File: config.mk
export PLATFORM = sky130hd
export DESIGN_NAME = chunked_add_seq
export DESIGN_NICKNAME = d
export VERILOG_FILES = /design/src/rtl/chunked_add_seq_pkg.sv /design/src/rtl/chunked_add_seq_chunk_adder.sv /design/src/rtl/chunked_add_seq.sv
export SDC_FILE = /design/constraint.sdc
export NUM_CORES = 1
export LEC_CHECK = 0
export CORE_ASPECT_RATIO = 1.25
export CORE_MARGIN = 2
export CORE_UTILIZATION = 45
export DETAILED_ROUTE_END_ITERATION = 8
export GPL_TIMING_DRIVEN = 1
export PLACE_DENSITY = 0.72
export SKIP_LAST_GASP = 1
export SYNTH_ARGS = -nofsm -noshare
export SYNTH_HDL_FRONTEND = slang
export SYNTH_SLANG_ARGS = --single-unit
export TNS_END_PERCENT = 50
File: constraint.sdc
create_clock -name clk -period 3.2 [get_ports clk]
set_input_delay 0.8 -clock clk [delete_from_list [all_inputs] [get_ports clk]]
set_output_delay 0.8 -clock clk [all_outputs]
set_load 0.02 [all_outputs]
File: src/rtl/chunked_add_seq_pkg.sv
// Shared types and defaults for the chunked sequential adder.
package chunked_add_seq_pkg;

  localparam int DEFAULT_WIDTH = 32;
  localparam int DEFAULT_CHUNK = 8;

  typedef enum logic [1:0] {
    IDLE = 2'd0,
    BUSY = 2'd1,
    DONE = 2'd2
  } state_e;

endpackage

File: src/rtl/chunked_add_seq_chunk_adder.sv
// Combinational CHUNK-bit adder slice, time-shared by chunked_add_seq.
module chunk_adder #(
  parameter int CHUNK = 8
) (
  input  logic [CHUNK-1:0] a,
  input  logic [CHUNK-1:0] b,
  input  logic             cin,
  output logic [CHUNK-1:0] sum,
  output logic             cout
);

  logic [CHUNK:0] total;

  always_comb begin
    total = {1'b0, a} + {1'b0, b} + {{CHUNK{1'b0}}, cin};
    sum   = total[CHUNK-1:0];
    cout  = total[CHUNK];
  end

endmodule

File: src/rtl/chunked_add_seq.sv
// Multi-cycle adder: one CHUNK-wide slice per cycle, valid/ready on both sides.
module chunked_add_seq
  import chunked_add_seq_pkg::*;
#(
  parameter int WIDTH = DEFAULT_WIDTH,
  parameter int CHUNK = DEFAULT_CHUNK
) (
  input  logic             clk,
  input  logic             rst,
  input  logic             in_valid,
  output logic             in_ready,
  input  logic [WIDTH-1:0] a,
  input  logic [WIDTH-1:0] b,
  input  logic             cin,
  output logic             out_valid,
  input  logic             out_ready,
  output logic [WIDTH-1:0] out,
  output logic             cout
);

  localparam int NCHUNK = WIDTH / CHUNK;
  localparam int IDX_W  = (NCHUNK > 1) ? $clog2(NCHUNK) : 1;
  localparam logic [IDX_W-1:0] LAST_IDX = IDX_W'(NCHUNK - 1);

  state_e             state_q, state_d;
  logic [IDX_W-1:0]   idx_q, idx_d;
  logic               carry_q, carry_d;
  logic [WIDTH-1:0]   a_q, a_d;
  logic [WIDTH-1:0]   b_q, b_d;
  logic [WIDTH-1:0]   out_q, out_d;
  logic               cout_q, cout_d;
  logic               in_ready_q, in_ready_d;
  logic               out_valid_q, out_valid_d;

  logic [CHUNK-1:0]   chunk_a, chunk_b, chunk_sum;
  logic               chunk_cout;

  always_comb begin
    chunk_a = '0;
    chunk_b = '0;
    for (int i = 0; i < NCHUNK; i++) begin
      if (idx_q == IDX_W'(i)) begin
        chunk_a = a_q[i*CHUNK +: CHUNK];
        chunk_b = b_q[i*CHUNK +: CHUNK];
      end
    end
  end

  chunk_adder #(
    .CHUNK (CHUNK)
  ) u_chunk_adder (
    .a    (chunk_a),
    .b    (chunk_b),
    .cin  (carry_q),
    .sum  (chunk_sum),
    .cout (chunk_cout)
  );

  // The previous result stays visible in IDLE and is overwritten one slice at a time.
  always_comb begin
    state_d     = state_q;
    idx_d       = idx_q;
    carry_d     = carry_q;
    a_d         = a_q;
    b_d         = b_q;
    out_d       = out_q;
    cout_d      = cout_q;
    in_ready_d  = in_ready_q;
    out_valid_d = out_valid_q;

    case (state_q)
      IDLE: begin
        if (in_valid && in_ready_q) begin
          a_d        = a;
          b_d        = b;
          carry_d    = cin;
          idx_d      = '0;
          in_ready_d = 1'b0;
          state_d    = BUSY;
        end
      end
      BUSY: begin
        for (int i = 0; i < NCHUNK; i++) begin
          if (idx_q == IDX_W'(i)) begin
            out_d[i*CHUNK +: CHUNK] = chunk_sum;
          end
        end
        carry_d = chunk_cout;
        if (idx_q == LAST_IDX) begin
          cout_d      = chunk_cout;
          out_valid_d = 1'b1;
          state_d     = DONE;
        end else begin
          idx_d = idx_q + IDX_W'(1);
        end
      end
      DONE: begin
        if (out_ready) begin
          out_valid_d = 1'b0;
          in_ready_d  = 1'b1;
          state_d     = IDLE;
        end
      end
      default: begin
        out_valid_d = 1'b0;
        in_ready_d  = 1'b1;
        state_d     = IDLE;
      end
    endcase
  end

  always_ff @(posedge clk) begin
    if (rst) begin
      state_q     <= IDLE;
      idx_q       <= '0;
      carry_q     <= 1'b0;
      a_q         <= '0;
      b_q         <= '0;
      out_q       <= '0;
      cout_q      <= 1'b0;
      in_ready_q  <= 1'b1;
      out_valid_q <= 1'b0;
    end else begin
      state_q     <= state_d;
      idx_q       <= idx_d;
      carry_q     <= carry_d;
      a_q         <= a_d;
      b_q         <= b_d;
      out_q       <= out_d;
      cout_q      <= cout_d;
      in_ready_q  <= in_ready_d;
      out_valid_q <= out_valid_d;
    end
  end

  assign in_ready  = in_ready_q;
  assign out_valid = out_valid_q;
  assign out       = out_q;
  assign cout      = cout_q;

endmodule
==> flow_summary_export.csv <==
group,metric,value,unit
status,status,"finished, final reports clean",
yosys,ys.flop_type,"dfxtp_1",
floorplanning,fp.coreArea,10200,um^2
detailed_routing,totalWireLength,11700,um
layout,nFillCells,929,
detailed_routing,drtIter0Drc,180,
yosys,synth_edf_count,0,
setup_path,cp-startpoint,"idx_q[1]",
setup_path,setup.worst_path.class,"reg2reg",
setup_path,r2r-start,"idx_q[1]",
cts,cts_buffers,9,
power,p_total,2930,uW
layout,antenna_cells,0,
floorplanning,num_rows,41,
setup_path,r2r-end,"out[7]",
yosys,avgSynthCellArea,7.75,um^2
yosys,ys_ff_latch,104,
setup_path,endpoint,"out[7]",
power,p_leak,0.00216,uW
detailed_routing,wire_per_inst,14.2,um
global_routing,grt_max_degree,67,
layout,instances_no_fill,825,
cts,path_clk_slew,0.07,ns
power,peakVddDrop,0.299,mV
placement,dp_slack,0.0182,ns
yosys,synth_nets,690,
yosys,yosysWarnings,0,
layout,stdcell_area,6090,um^2
yosys,synth_cells,608,
cts,cts_tree,"yes",
timing,slew_violations,0,
global_routing,track_usage,0.210,
floorplanning,chipWidth,95.5,um
placement,dp_cells,808,
cts,cts_max_path_buffers,2,
setup_path,crit_path_end_kind,"flop",
floorplanning,die_h,118,um
placement,dp_hpwl,8590,um
timing,tns,0,ns
setup_path,worst-r2r-setup-slack,0.23,ns
floorplanning,die_area,11300,um^2
global_routing,grt_pass1_vias,4152,
setup_path,critPathRequiredTime,3.42,ns
global_routing,grt_pass1_wl,19100,um
detailed_routing,drc_errors,0,
floorplanning,io_pins,104,
job,maxCapViolCount,0,
timing,clock_skew,0.00677,ns
global_routing,antenna_found_initial,0,
timing,min_period_over_period,0.928,
layout,area_growth,29.1,%
cts,root_buffer,"clkbuf_16",
detailed_routing,ant_nets,0,
yosys,ys_types,34,
hold_path,hold_path.class,"reg2reg",
timing,finalHoldViolCount,0,
detailed_routing,route.vias.total,4380,
cts,clock_latency,0.34,ns
power,cellPowerDensity,481,nW/um^2
timing,max_freq,337,MHz
yosys,ys_seq_area_frac,0.442,
setup_path,critPathLaunchType,"flop",
setup_path,path_max_fanout,10,
detailed_routing,via_per_inst,5.31,
setup_path,r2r_cells,13,
yosys,syn_area,4710,um^2
timing,tightest_slew,0.906,ns
placement,io_buffers,103,
yosys,synthArstFlopShare,0,
hold_path,hp-start,"b_q[21]",
cts,cts_sinks,104,
layout,drive_gt1_frac,0.0560,
floorplanning,initial_utilization,0.464,
timing,rsz0062_at_grt,"false",
global_routing,grt.overflow.total,0,
timing,relSlewSlack,0.396,
placement,place_area,5760,um^2
timing,setup_slack,0.230,ns
setup_path,arrival,3.19,ns
cts,cts.htree.levels,3,
layout,fin_nets,773,
timing,period_minus_slack,2.97,ns
timing,setup_viol_count_final,0,
placement,place.gp.congestion,0.775,
detailed_routing,dr.pass1.iters,5,
==> cell usage after synthesis, types with 2 or more instances <==
master,number,area share
a21oi_1,113,0.12
fa_1,2,0.0085
o21ai_0,32,0.034
ha_1,11,0.029
nor2b_1,2,0.0027
a21o_1,4,0.0064
nand4_1,4,0.0053
nor3b_1,2,0.0032
nor3_1,2,0.0021
nand3_1,5,0.0053
nand2_1,176,0.14
inv_1,3,0.0024
buf_2,9,0.0096
dfxtp_1,104,0.44
nand2b_1,8,0.011
a22oi_1,2,0.0032
a211oi_1,8,0.013
o211ai_1,3,0.0048
buf_6,7,0.017
nor2_1,26,0.021
buf_4,6,0.0096
xor2_1,2,0.0037
clkbuf_1,22,0.018
xnor2_1,2,0.0037
and2_1,4,0.0053
nand3b_1,41,0.065
==> per-stage QoR <==
stage,utilization,hold slack (ns)
finish,0.599,0.457
global route,0.599,0.478
CTS,0.596,0.457
detailed placement,0.567,0.447
global placement,0.567,0.443
floorplan,-,0.436
==> cell usage in the layout, fill, tap and decap left out, drive strengths merged <==
| cell | n |
|---|---|
| a21boi | 1 |
| or4 | 1 |
| nand2 | 176 |
| or3b | 1 |
| a21o | 4 |
| clkbuf | 10 |
| clkinvlp | 2 |
| and2 | 4 |
| a22oi | 2 |
| dfxtp | 104 |
| a211oi | 8 |
| a21oi | 113 |
| xor2 | 2 |
| ha | 11 |
| fa | 2 |
| nor3 | 2 |
| nand4 | 4 |
| o31ai | 1 |
| a211o | 1 |
| clkinv | 3 |
| nor3b | 3 |
| nor2b | 2 |
| nor2 | 26 |
| o21bai | 1 |
| o211ai | 3 |
| nand3 | 5 |
| inv | 4 |
| nand2b | 9 |
| xnor2 | 2 |
| buf | 14 |
| clkdlybuf4s50 | 102 |
| nand3b | 41 |
| o21ai | 32 |
==> layer usage <==
layer  vias to the layer above  share of wire  global-route usage
met1                      2039           0.42               0.258
met5                         -              0                   0
met3                        14          0.049              0.0344
met2                       116           0.51               0.361
met4                         0          0.019              0.0777
li1                       2211              -                   -
==> how the worst min path moves through the flow <==
stage | to | cells past startpoint
after floorplan | a_q[0] | 2
after global placement | a_q[2] | 2
after detailed placement | b_q[21] | 2
after CTS | b_q[21] | 2
after global routing | b_q[21] | 2
final | b_q[21] | 2
==> cell families (layout without fill, tap and decap cells) <==
logic type,Yosys count,in the layout,share of synthesized area
simple gates,274,274,0.270
flops,104,104,0.442
buf+inv,47,135,0.0557
fa+ha+maj,13,13,0.0377
compound gates,166,166,0.188
xor+xnor,4,4,0.00743
==> what timing repair did <==
action / in CTS / in global routing
gates resized for setup: 1 / 8
pin swaps: 0 / 2
hold buffers: 0 / 0
buffers inserted: 0 / 1
endpoints found under the setup margin: 4 / 16
==> critical path, cell delays in order, from the launching register on <==
cell and delay, ns:
dfxtp_2 0.34, inv_1 0.11, ha_1 0.25, buf_4 0.21, nand3b_1 0.08, a21oi_1 0.26, a21oi_1 0.06, o21ai_0 0.22
ha_1 0.32, o211ai_1 0.10, a21oi_1 0.08, or4_1 0.50, o211ai_1 0.19, o21ai_0 0.13
==> where the power goes <==
group | switching (uW) | total [uW] | internal [uW] | leakage (uW)
Combinational | 259 | 479 | 220 | 0.00118
Clock | 492 | 1050 | 558 | 0.000137
Sequential | 39.0 | 1400 | 1360 | 0.000848
==> layout make-up <==
cell class | instances | area [um^2] | area share
multi-input cells | 457 | 2400 | 0.394
flip-flops and latches | 104 | 2080 | 0.343
repair buffers | 116 | 1140 | 0.187
clock buffers | 10 | 239 | 0.0393
well taps | 129 | 161 | 0.0265
clock inverters | 6 | 52.6 | 0.00863
inverters | 3 | 11.3 | 0.00185
==> registers in the layout, indices dropped and copies added (netlist names) <==
register   cells
cout           1
in_ready       1
a_q           32
out_valid      1
out           32
b_q           32
carry_q        1
state_q        2
idx_q          2
No activity file was read; power rests on OpenSTA's default activity.
